==> config.mk <==
export PLATFORM = sky130hd
export DESIGN_NAME = imm_decode_stage_flat
export DESIGN_NICKNAME = d
export VERILOG_FILES = /design/src/rtl/imm_decode_if.sv /design/src/rtl/imm_decode_stage.sv /design/src/flat_wrapper.sv
export SDC_FILE = /design/constraint.sdc
export NUM_CORES = 1
export LEC_CHECK = 0
export BUFFER_PORTS_ARGS = -buffer_cell sky130_fd_sc_hd__buf_2
export CAP_MARGIN = 20
export CORE_MARGIN = 1
export CORE_UTILIZATION = 40
export CTS_CLUSTER_SIZE = 40
export DETAILED_ROUTE_END_ITERATION = 6
export GPL_ROUTABILITY_DRIVEN = 0
export GPL_TIMING_DRIVEN = 0
export PLACE_DENSITY_LB_ADDON = 0.12
export SYNTH_ARGS = -nofsm -noshare
export SYNTH_HDL_FRONTEND = slang
export SYNTH_SLANG_ARGS = --single-unit
==> constraint.sdc <==
create_clock -name clk -period 3.5 [get_ports clk]
set_input_delay 0.175 -clock clk [delete_from_list [all_inputs] [get_ports clk]]
set_output_delay 0.175 -clock clk [all_outputs]
set_load 0.01 [all_outputs]
==> src/rtl/imm_decode_if.sv <==
// Handshake bundle for the immediate-decode stage: upstream fetch beat in,
// decoded beat out toward register-read/issue.
interface imm_decode_if #(
   parameter int XLEN = 32
);
   logic            in_valid;
   logic            in_ready;
   logic [31:0]     in_instr;
   logic [XLEN-1:0] in_pc;
   logic            out_valid;
   logic            out_ready;
   logic [31:0]     out_instr;
   logic [XLEN-1:0] out_pc;
   logic [XLEN-1:0] out_imm;
   logic [2:0]      out_fmt;
   logic [XLEN-1:0] out_target;
   logic            out_illegal;

   modport slave (
      input  in_valid, in_instr, in_pc, out_ready,
      output in_ready, out_valid, out_instr, out_pc, out_imm, out_fmt,
             out_target, out_illegal
   );

   modport master (
      output in_valid, in_instr, in_pc, out_ready,
      input  in_ready, out_valid, out_instr, out_pc, out_imm, out_fmt,
             out_target, out_illegal
   );
endinterface

==> src/rtl/imm_decode_stage.sv <==
// Registered RV32/RV64 immediate-decode stage: decodes immediate, format and
// PC-relative target on the input side and carries them with the beat.
module imm_decode_stage #(
   parameter int XLEN    = 32,
   parameter int ZIMM_EN = 1,
   parameter int SKID    = 1
) (
   input  logic         clk,
   input  logic         rst_n,
   input  logic         flush,
   imm_decode_if.slave  bus
);
   localparam logic [2:0] FMT_R   = 3'd0;
   localparam logic [2:0] FMT_I   = 3'd1;
   localparam logic [2:0] FMT_S   = 3'd2;
   localparam logic [2:0] FMT_B   = 3'd3;
   localparam logic [2:0] FMT_U   = 3'd4;
   localparam logic [2:0] FMT_J   = 3'd5;
   localparam logic [2:0] FMT_Z   = 3'd6;
   localparam logic [2:0] FMT_ILL = 3'd7;

   localparam logic [6:0] OPC_OP     = 7'b0110011;
   localparam logic [6:0] OPC_OPIMM  = 7'b0010011;
   localparam logic [6:0] OPC_LOAD   = 7'b0000011;
   localparam logic [6:0] OPC_JALR   = 7'b1100111;
   localparam logic [6:0] OPC_STORE  = 7'b0100011;
   localparam logic [6:0] OPC_BRANCH = 7'b1100011;
   localparam logic [6:0] OPC_JAL    = 7'b1101111;
   localparam logic [6:0] OPC_LUI    = 7'b0110111;
   localparam logic [6:0] OPC_AUIPC  = 7'b0010111;
   localparam logic [6:0] OPC_SYSTEM = 7'b1110011;

   typedef struct packed {
      logic [31:0]     instr;
      logic [XLEN-1:0] pc;
      logic [XLEN-1:0] imm;
      logic [XLEN-1:0] tgt;
      logic [2:0]      fmt;
      logic            ill;
   } beat_t;

   // Every legal opcode ends in 2'b11, so the full 7-bit match also rejects
   // compressed-looking encodings.
   function automatic logic [2:0] decode_fmt(input logic [31:0] instr);
      logic [2:0] fmt;
      case (instr[6:0])
         OPC_OP:                        fmt = FMT_R;
         OPC_OPIMM, OPC_LOAD, OPC_JALR: fmt = FMT_I;
         OPC_STORE:                     fmt = FMT_S;
         OPC_BRANCH:                    fmt = FMT_B;
         OPC_JAL:                       fmt = FMT_J;
         OPC_LUI, OPC_AUIPC:            fmt = FMT_U;
         OPC_SYSTEM:                    fmt = ((ZIMM_EN != 0) && instr[14]) ? FMT_Z : FMT_I;
         default:                       fmt = FMT_ILL;
      endcase
      return fmt;
   endfunction

   function automatic logic signed [XLEN-1:0] decode_imm(input logic [31:0] instr,
                                                        input logic [2:0]  fmt);
      logic signed [11:0]     imm_i;
      logic signed [11:0]     imm_s;
      logic signed [12:0]     imm_b;
      logic signed [20:0]     imm_j;
      logic signed [31:0]     imm_u;
      logic signed [XLEN-1:0] imm;
      imm_i = instr[31:20];
      imm_s = {instr[31:25], instr[11:7]};
      imm_b = {instr[31], instr[7], instr[30:25], instr[11:8], 1'b0};
      imm_j = {instr[31], instr[19:12], instr[20], instr[30:21], 1'b0};
      imm_u = {instr[31:12], 12'b0};
      case (fmt)
         FMT_I:   imm = XLEN'(imm_i);
         FMT_S:   imm = XLEN'(imm_s);
         FMT_B:   imm = XLEN'(imm_b);
         FMT_J:   imm = XLEN'(imm_j);
         FMT_U:   imm = XLEN'(imm_u);
         FMT_Z:   imm = XLEN'(instr[19:15]);
         default: imm = '0;
      endcase
      return imm;
   endfunction

   logic [2:0]             fmt_p0;
   logic signed [XLEN-1:0] imm_p0;
   logic                   rel_p0;
   beat_t                  beat_p0;
   beat_t                  main_p1;
   logic                   vld_p1;

   // ---- stage p0: combinational decode of the incoming beat ----
   assign fmt_p0 = decode_fmt(bus.in_instr);
   assign imm_p0 = decode_imm(bus.in_instr, fmt_p0);
   assign rel_p0 = (fmt_p0 == FMT_B) || (fmt_p0 == FMT_J) || (bus.in_instr[6:0] == OPC_AUIPC);

   always_comb begin
      beat_p0       = '0;
      beat_p0.instr = bus.in_instr;
      beat_p0.pc    = bus.in_pc;
      beat_p0.imm   = imm_p0;
      beat_p0.tgt   = rel_p0 ? (bus.in_pc + imm_p0) : (bus.in_pc + XLEN'(4));
      beat_p0.fmt   = fmt_p0;
      beat_p0.ill   = (fmt_p0 == FMT_ILL);
   end

   // ---- stage p1: output register (plus optional skid entry) ----
   if (SKID != 0) begin : g_skid
      beat_t skid_p1;
      logic  skid_vld_p1;
      logic  in_ready_r;
      logic  accept;
      logic  main_free;

      assign accept    = bus.in_valid & in_ready_r & ~flush;
      assign main_free = ~vld_p1 | bus.out_ready;
      assign bus.in_ready = in_ready_r;

      // in_ready_r always tracks !skid_vld_p1 so out_ready never reaches in_ready.
      always_ff @(posedge clk or negedge rst_n) begin
         if (!rst_n) begin
            vld_p1      <= 1'b0;
            skid_vld_p1 <= 1'b0;
            in_ready_r  <= 1'b1;
            main_p1     <= '0;
            skid_p1     <= '0;
         end else if (flush) begin
            vld_p1      <= 1'b0;
            skid_vld_p1 <= 1'b0;
            in_ready_r  <= 1'b1;
         end else if (main_free) begin
            if (skid_vld_p1) begin
               main_p1     <= skid_p1;
               vld_p1      <= 1'b1;
               skid_vld_p1 <= accept;
               in_ready_r  <= ~accept;
               if (accept) skid_p1 <= beat_p0;
            end else begin
               vld_p1     <= accept;
               in_ready_r <= 1'b1;
               if (accept) main_p1 <= beat_p0;
            end
         end else if (accept) begin
            skid_p1     <= beat_p0;
            skid_vld_p1 <= 1'b1;
            in_ready_r  <= 1'b0;
         end
      end
   end else begin : g_noskid
      logic in_rdy;
      logic accept;

      assign in_rdy       = ~vld_p1 | bus.out_ready;
      assign accept       = bus.in_valid & in_rdy & ~flush;
      assign bus.in_ready = in_rdy;

      always_ff @(posedge clk or negedge rst_n) begin
         if (!rst_n) begin
            vld_p1  <= 1'b0;
            main_p1 <= '0;
         end else if (flush) begin
            vld_p1 <= 1'b0;
         end else if (in_rdy) begin
            vld_p1 <= accept;
            if (accept) main_p1 <= beat_p0;
         end
      end
   end

   assign bus.out_valid   = vld_p1;
   assign bus.out_instr   = main_p1.instr;
   assign bus.out_pc      = main_p1.pc;
   assign bus.out_imm     = main_p1.imm;
   assign bus.out_target  = main_p1.tgt;
   assign bus.out_fmt     = main_p1.fmt;
   assign bus.out_illegal = main_p1.ill;
endmodule

==> src/flat_wrapper.sv <==
// flat-port wrapper written by rule: the top's interface ports become plain ports
module imm_decode_stage_flat 
#(
   parameter int XLEN    = 32,
   parameter int ZIMM_EN = 1,
   parameter int SKID    = 1
)
  (clk, rst_n, flush, bus_in_valid, bus_in_instr, bus_in_pc, bus_out_ready, bus_in_ready, bus_out_valid, bus_out_instr, bus_out_pc, bus_out_imm, bus_out_fmt, bus_out_target, bus_out_illegal);
  imm_decode_if #(.XLEN(XLEN)) bus_i ();
  input  logic clk;
  input  logic rst_n;
  input  logic flush;
  input wire logic [$bits(bus_i.in_valid)-1:0] bus_in_valid;
  input wire logic [$bits(bus_i.in_instr)-1:0] bus_in_instr;
  input wire logic [$bits(bus_i.in_pc)-1:0] bus_in_pc;
  input wire logic [$bits(bus_i.out_ready)-1:0] bus_out_ready;
  output wire logic [$bits(bus_i.in_ready)-1:0] bus_in_ready;
  output wire logic [$bits(bus_i.out_valid)-1:0] bus_out_valid;
  output wire logic [$bits(bus_i.out_instr)-1:0] bus_out_instr;
  output wire logic [$bits(bus_i.out_pc)-1:0] bus_out_pc;
  output wire logic [$bits(bus_i.out_imm)-1:0] bus_out_imm;
  output wire logic [$bits(bus_i.out_fmt)-1:0] bus_out_fmt;
  output wire logic [$bits(bus_i.out_target)-1:0] bus_out_target;
  output wire logic [$bits(bus_i.out_illegal)-1:0] bus_out_illegal;
  assign bus_i.in_valid = bus_in_valid;
  assign bus_i.in_instr = bus_in_instr;
  assign bus_i.in_pc = bus_in_pc;
  assign bus_i.out_ready = bus_out_ready;
  assign bus_in_ready = bus_i.in_ready;
  assign bus_out_valid = bus_i.out_valid;
  assign bus_out_instr = bus_i.out_instr;
  assign bus_out_pc = bus_i.out_pc;
  assign bus_out_imm = bus_i.out_imm;
  assign bus_out_fmt = bus_i.out_fmt;
  assign bus_out_target = bus_i.out_target;
  assign bus_out_illegal = bus_i.out_illegal;
  imm_decode_stage #(.XLEN(XLEN), .ZIMM_EN(ZIMM_EN), .SKID(SKID)) u_core (.clk(clk), .rst_n(rst_n), .flush(flush), .bus(bus_i));
endmodule
==> results.sh, run 1 <==
export IMPL_outcome="finished, violations left"
export IMPL_violations="negative setup slack"
export IMPL_crit_slowest_cell="or4_4"
export IMPL_critPathLaunchType="input pin"
export IMPL_placed_cells=2283
export IMPL_end_kind="flip-flop"
export IMPL_critical_path_startpoint="bus_in_instr[3]"
export IMPL_fin_ws_ps=-95.9
export IMPL_maxCapViolCount=0
export IMPL_area_delta_synth_final_pct=29.8
export IMPL_die_h_um=189
export IMPL_holdPathStages=3
export IMPL_final_period_utilization=1.03
export IMPL_grt_pass1_wl_um=74200
export IMPL_power_leakage_nw=8.69
export IMPL_cts_sinks=267
export IMPL_ctsLongestPathBuffers=3
export IMPL_critical_path_max_fanout=7
export IMPL_nets=2059
export IMPL_rrSetupSlack_ps=150
export IMPL_start_util=0.406
export IMPL_ys_types=79
export IMPL_diodes=0
export IMPL_r2r_end="u_core.bus.out_instr[3]$_DFFE_PN0P_"
export IMPL_grt_max_degree=115
export IMPL_synth_warnings=0
export IMPL_clockRootBuffer="clkbuf_16"
export IMPL_die_w_um=189
export IMPL_antenna_found_initial=0
export IMPL_placed_cell_area_um2=15800
export IMPL_layout_cell_area_non_filler_um2=18200
export IMPL_first_global_vias=12700
export IMPL_synth_top_cell_by_area="dfrtp_1"
export IMPL_min_delay_start="bus_in_instr[2]"
export IMPL_slowest_delay_ps=450
export IMPL_die_area_um2=35800
export IMPL_vias_per_cell=5.38
export IMPL_tritoncts="built"
export IMPL_clock_latency_ps=550
export IMPL_synthFlopType="dfrtp_1"
export IMPL_htree_levels=1
export IMPL_grt_overflow_total=0
export IMPL_finalHoldViolCount=0
export IMPL_rr_startpoint="u_core.bus.in_ready$_DFFE_PN1P_"
export IMPL_wl_per_cell_um=20.0
export IMPL_numPortBuffers=198
export IMPL_final_cells=2435
export IMPL_rows=68
export IMPL_clk_pin_slew_ps=60
export IMPL_drt_iter0_drc=928
export IMPL_worst_path_most_repeated_cell="buf_12"
export IMPL_reg2reg_depth=9
export IMPL_syn_area_um2=14000
export IMPL_fin_tns_setup_ps=-401
export IMPL_dr_pass1_iters=5
export IMPL_remaining_drc_errors=0
export IMPL_syn_nets=1729
export IMPL_dpl_hpwl_um=35200
export IMPL_period_minus_slack_ps=3600
export IMPL_grt_usage=0.268
export IMPL_synth_async_sr_flop_share=1.00
export IMPL_ys_ff_latch=267
export IMPL_netlist_instances=1627
export IMPL_cts_buffers=30
export IMPL_drt_total_wl_um=48600
export IMPL_min_path_type="in2reg"
export IMPL_utilization=0.527
export IMPL_multi_input_area_um2=7290
export IMPL_drive_above_1_share=0.205
export IMPL_criticalPathCategory="in2reg"
export IMPL_tightest_slew_ps=1010
export IMPL_synth_edf_count=0
export IMPL_fin_worst_skew_ps=12.4
export IMPL_num_io_pins=203
export IMPL_powerDensity_nw_per_um2=483
export IMPL_maxSlewViolCount=0
export IMPL_cp_required_ps=3930
export IMPL_core_area_um2=34500
export IMPL_seq_area_um2=6680
export IMPL_yosys_area_top_type_share=0.475
export IMPL_ir_drop_v=0.000418
export IMPL_power_total_mw=8.79
export IMPL_ant_nets=0
export IMPL_n_fill_cell=3323
export IMPL_max_freq_ghz=0.278
export IMPL_vias=13100
export IMPL_path_cells="buf_12 > or3b_4 > or4_4 > o31ai_4 > and2_4 > o21a_4 > buf_12 > a21oi_4 > inv_2 > ha_4 > a211oi_2 > nor2_1 > or3_4 > a2bb2oi_4 > a21oi_2 > a211o_4 > a31oi_4 > mux2i_2 > o31ai_1"
export IMPL_yosys_top_cells_area="dfrtp_1, nand2_1, o21ai_0"
export IMPL_finalSetupViolCount=7
export IMPL_syn_avg_cell_area_um2=8.62
export IMPL_rsz0062_at_grt="true"
export IMPL_ys_seq_area_frac=0.476
export IMPL_crit_arrival_ps=4030
export IMPL_hold_end="u_core.g_skid.skid_p1[102]$_DFFE_PN0P_"
export IMPL_slew_limit_headroom=0.326
## state kept, by name (all words and copies together) (netlist names)
signal                     cells
u_core.bus.in_ready            1
u_core.bus.out_fmt             3
u_core.bus.out_illegal         1
u_core.bus.out_imm            32
u_core.bus.out_instr          32
u_core.bus.out_pc             32
u_core.bus.out_target         32
u_core.bus.out_valid           1
u_core.g_skid.skid_p1        132
u_core.g_skid.skid_vld_p1      1
## cells in the final DEF (no fill, tap or decap), drive strengths merged, types with 3 or more instances in the layout
master       instances
a211o                5
a211oi              12
a21o                14
a21oi              134
a222oi               4
a31oi                5
and2                 6
and3                19
and4                 4
buf                248
clkbuf             119
clkinv               8
dfrtp              266
dlygate4sd3         70
ha                  32
inv                 47
mux2i               68
nand2              417
nand2b               6
nand3               19
nand4               13
nor2                98
nor2b                9
nor3                12
o211ai               9
o21a                 8
o21ai              220
o21bai               3
o31ai                9
or3                  9
xnor2               24
xor2                24
## repair_timing
action	CTS	global route
gates resized for setup	49	62
hold buffers	70	0
buffers inserted	12	17
cloned	0	0
endpoints found under the hold margin	166	0
setup endpoints to repair	85	70
pin swaps	14	17
## report_power, final
part	internal, mW	switching (mW)
clock	1.90	1.29
sequential	3.65	0.317
combinational	0.652	0.977
## cells in the mapped netlist, types with 8 or more instances
| master | instances |
|---|---|
| inv_1 | 47 |
| ha_1 | 32 |
| nand4_1 | 12 |
| and3_1 | 17 |
| a211oi_1 | 10 |
| xor2_1 | 24 |
| nand3_1 | 19 |
| a21oi_1 | 132 |
| a21o_1 | 14 |
| nand2_1 | 416 |
| xnor2_1 | 24 |
| mux2i_1 | 67 |
| buf_1 | 10 |
| o211ai_1 | 9 |
| o31ai_1 | 8 |
| o21ai_0 | 209 |
| o21ai_1 | 10 |
| dfrtp_1 | 266 |
| nor3_1 | 12 |
| nor2_1 | 98 |
| nor2b_1 | 9 |
| clkbuf_1 | 71 |
## cell type report
type	count	area share
clock buffer	44	0.0492
buffer	94	0.0267
inverter	47	0.00969
clock inverter	11	0.00591
multi-input combinational	1217	0.400
sequential	267	0.367
tap	455	0.0313
timing repair buffer	300	0.110
## critical path: cells and delay by family
kind	cells	cell delay [ps]
adder cells (fa/ha/maj)	1	230
buffers and inverters	3	370
AO/OA/AOI/OAI	9	1440
AND/OR/NAND/NOR	5	1540
multiplexers	1	260
## metrics by stage
| step | setup slack (ps) | hold slack, ps |
|---|---|---|
| 2_1_floorplan | -306 | -121 |
| 3_3_place_gp | -2910 | 409 |
| 3_5_place_dp | -1260 | 228 |
| 4_1_cts | 11.6 | 20.1 |
| 5_1_grt | -173 | 34.6 |
| 6_report | -95.9 | 34.7 |
## metal layers
layer	wire (um)	GRT usage
met4	1560	0.0958
met5	0	0
met3	2870	0.0337
met2	22700	0.435
met1	21400	0.367
## how the worst max path moves through the flow
| stage | slack [ps] | cells past startpoint | end |
|---|---|---|---|
| 3_3_place_gp | -2910 | 1 | u_core.bus.out_pc[14]$_DFFE_PN0P_ |
| 5_1_grt | -170 | 18 | u_core.bus.out_target[29]$_DFFE_PN0P_ |
| 4_1_cts | 10 | 19 | u_core.g_skid.skid_p1[34]$_DFFE_PN0P_ |
| 2_1_floorplan | -310 | 19 | u_core.bus.out_target[28]$_DFFE_PN0P_ |
| 6_report | -100 | 19 | u_core.g_skid.skid_p1[32]$_DFFE_PN0P_ |
| 3_5_place_dp | -1260 | 16 | u_core.bus.out_target[23]$_DFFE_PN0P_ |
## cell families after synthesis
kind of cell | Yosys count | synth area share
XOR/XNOR | 48 | 0.0300
AO/OA/AOI/OAI | 444 | 0.183
buffers and inverters | 143 | 0.0443
flip-flops | 267 | 0.476
AND/OR/NAND/NOR | 624 | 0.187
multiplexers | 68 | 0.0488
adder cells (fa/ha/maj) | 33 | 0.0300
Note: power is estimated with default switching activity, not from simulation.
==> run 2, diff against run 1 <==
CORE_MARGIN = 2   (was 1)
==> run 2 against run 1 <==
- the flow still finishes with violations (negative setup slack)
- clock power grew 5%
- setup slack lost 75 ps
- routed wire length increased by 1.6%
- final cell count up 0.21%
- core utilization up 0.43 points
- register-to-register slack worse by 180 ps
- sequential share of layout area decreased by 0.30 points
- count of clock-buffer cells in the layout fell by 6
- first-iteration DRC count down 5.9%
- sequential power about the same
- critical path type unchanged
- largest power group unchanged
==> results.sh, run 2 (synthesis gave the netlist of run 1 again) <==
export IMPL_cp_required_ps=3930
export IMPL_maxCapViolCount=0
export IMPL_slew_limit_headroom=0.289
export IMPL_final_cell_mix="nand2_1, dfrtp_1, buf_2"
export IMPL_grt_pass1_wl_um=75000
export IMPL_whs_ps=54.0
export IMPL_regMostFlops="u_core.g_skid.skid_p1"
export IMPL_violations="negative setup slack"
export IMPL_dpl_hpwl_um=35600
export IMPL_reg2reg_depth=9
export IMPL_num_io_pins=203
export IMPL_end_kind="flip-flop"
export IMPL_remaining_drc_errors=0
export IMPL_finalHoldViolCount=0
export IMPL_drive_above_1_share=0.216
export IMPL_fin_tns_setup_ps=-878
export IMPL_path_delay_family="compound AO/OA/AOI/OAI gates"
export IMPL_tritoncts="built"
export IMPL_fin_ws_ps=-171
export IMPL_cts_sinks=267
export IMPL_numPortBuffers=198
export IMPL_start_util=0.406
export IMPL_maxSlewViolCount=0
export IMPL_grt_usage=0.265
export IMPL_r2r_end="u_core.bus.out_instr[18]$_DFFE_PN0P_"
export IMPL_rr_startpoint="u_core.bus.in_ready$_DFFE_PN1P_"
export IMPL_critical_path_max_fanout=8
export IMPL_slowest_delay_ps=510
export IMPL_ant_nets=0
export IMPL_critical_path_startpoint="bus_in_instr[2]"
export IMPL_endpoint="u_core.bus.out_target[31]$_DFFE_PN0P_"
export IMPL_clk_pin_slew_ps=60
export IMPL_die_h_um=191
export IMPL_critPathLaunchType="input pin"
export IMPL_drt_total_wl_um=49400
export IMPL_rrSetupSlack_ps=-30
export IMPL_htree_levels=1
export IMPL_antenna_found_initial=0
export IMPL_vias=13200
export IMPL_finalSetupViolCount=20
export IMPL_min_path_type="in2reg"
export IMPL_clockRootBuffer="clkbuf_16"
export IMPL_placed_cell_area_um2=15800
export IMPL_die_w_um=191
export IMPL_die_area_um2=36600
export IMPL_grt_overflow_total=0
export IMPL_period_minus_slack_ps=3670
export IMPL_path_depth=17
export IMPL_drt_iter0_drc=873
export IMPL_layout_commonest_cell="nand2_1"
export IMPL_cts_buffers=31
export IMPL_max_freq_ghz=0.272
export IMPL_fin_worst_skew_ps=18.3
export IMPL_dr_pass1_iters=5
export IMPL_area_delta_synth_final_pct=30.8
export IMPL_criticalPathCategory="in2reg"
export IMPL_diodes=0
export IMPL_crit_arrival_ps=4100
export IMPL_critPathBufInv=2
export IMPL_crit_slowest_cell="or4_4"
export IMPL_tightest_slew_ps=1070
export IMPL_rows=68
export IMPL_ir_drop_v=0.000352
export IMPL_path_cells="buf_12 > or3b_4 > or4_4 > o31ai_4 > and2_4 > o21a_4 > a21oi_2 > inv_2 > ha_4 > a21o_1 > o21bai_2 > a2111oi_4 > nor3_2 > a41oi_2 > mux2i_2 > a2111oi_2 > nand3b_1"
export IMPL_powerDensity_nw_per_um2=489
export IMPL_nets=2063
export IMPL_layout_cell_area_non_filler_um2=18300
export IMPL_final_period_utilization=1.05
export IMPL_clock_latency_ps=560
export IMPL_outcome="finished, violations left"
export IMPL_first_global_vias=12900
export IMPL_rsz0062_at_grt="true"
export IMPL_largest_reg_flops=132
export IMPL_grt_max_degree=114
export IMPL_utilization=0.531
export IMPL_ctsLongestPathBuffers=3
export IMPL_vias_per_cell=5.41
export IMPL_power_leakage_nw=8.71
export IMPL_core_area_um2=34500
export IMPL_wl_per_cell_um=20.2
[run 2: cell count changes in the layout (fill, tap and decap cells not counted), sizes merged]
| cell | change |
|---|---|
| buf | +2 |
| clkinv | +6 |
| dlygate4sd3 | +2 |
| clkbuf | -7 |
| bufinv | +2 |
[run 2: layout make-up]
cell class,count,area (um2)
timing repair buffer,304,2030
sequential,267,6680
inverter,47,181
tap,455,569
multi-input combinational,1217,7370
clock buffer,38,842
buffer,93,464
fill,3298,16200
clock inverter,19,209
[run 2: through the flow]
stage               total power [mW]  cells  worst slack [ps]
finish                          8.97   2440              -171
global route                    9.40   2440              -251
CTS                             8.96   2422             -1.87
detailed placement              5.53   2283             -1330
global placement                5.47   2280             -2920
floorplan                       4.79   1627              -306
[run 2: routing by layer]
metal | global-route usage | wire [um] | vias to the layer above
li1 | - | - | 6243
met1 | 0.359 | 21400 | 6407
met2 | 0.433 | 23200 | 465
met3 | 0.0415 | 3190 | 84
met4 | 0.0896 | 1600 | 0
met5 | 0 | 0 | -
[run 2: worst min path at each step]
stage | slack (ps) | depth (start not counted) | start | to
after floorplan | -120 | 0 | rst_n | u_core.bus.out_fmt[0]$_DFFE_PN0P_
after global placement | 410 | 3 | bus_in_instr[3] | u_core.g_skid.skid_p1[103]$_DFFE_PN0P_
after detailed placement | 150 | 1 | rst_n | u_core.bus.out_instr[5]$_DFFE_PN0P_
after CTS | 30 | 3 | bus_in_instr[6] | u_core.g_skid.skid_p1[106]$_DFFE_PN0P_
after global routing | 70 | 3 | bus_in_instr[6] | u_core.g_skid.skid_p1[106]$_DFFE_PN0P_
final | 50 | 4 | bus_out_ready | u_core.bus.in_ready$_DFFE_PN1P_
[run 2: timing repair]
action | 4_1_cts | 5_1_grt
resized for setup | 43 | 95
cloned | 0 | 0
setup endpoints to repair | 85 | 72
setup buffers | 11 | 20
pin swaps | 15 | 33
hold buffers | 72 | 0
endpoints found under the hold margin | 144 | 0
[run 2: report_power, final]
group	switching, mW	total (mW)	leakage (nW)	internal (mW)
combinational	0.993	1.65	4.77	0.657
clock	1.36	3.36	0.526	2.00
sequential	0.319	3.96	3.42	3.64
[run 2: worst register-to-register path, cell delays in order (launching register included)]
cell and delay [ps]:
dfstp_2 550, nand2_1 120, inv_1 110, nor2_1 50, or3_2 710, clkdlybuf4s15_1 660
clkbuf_1 480, buf_1 420, nand2_1 180, o21ai_0 90
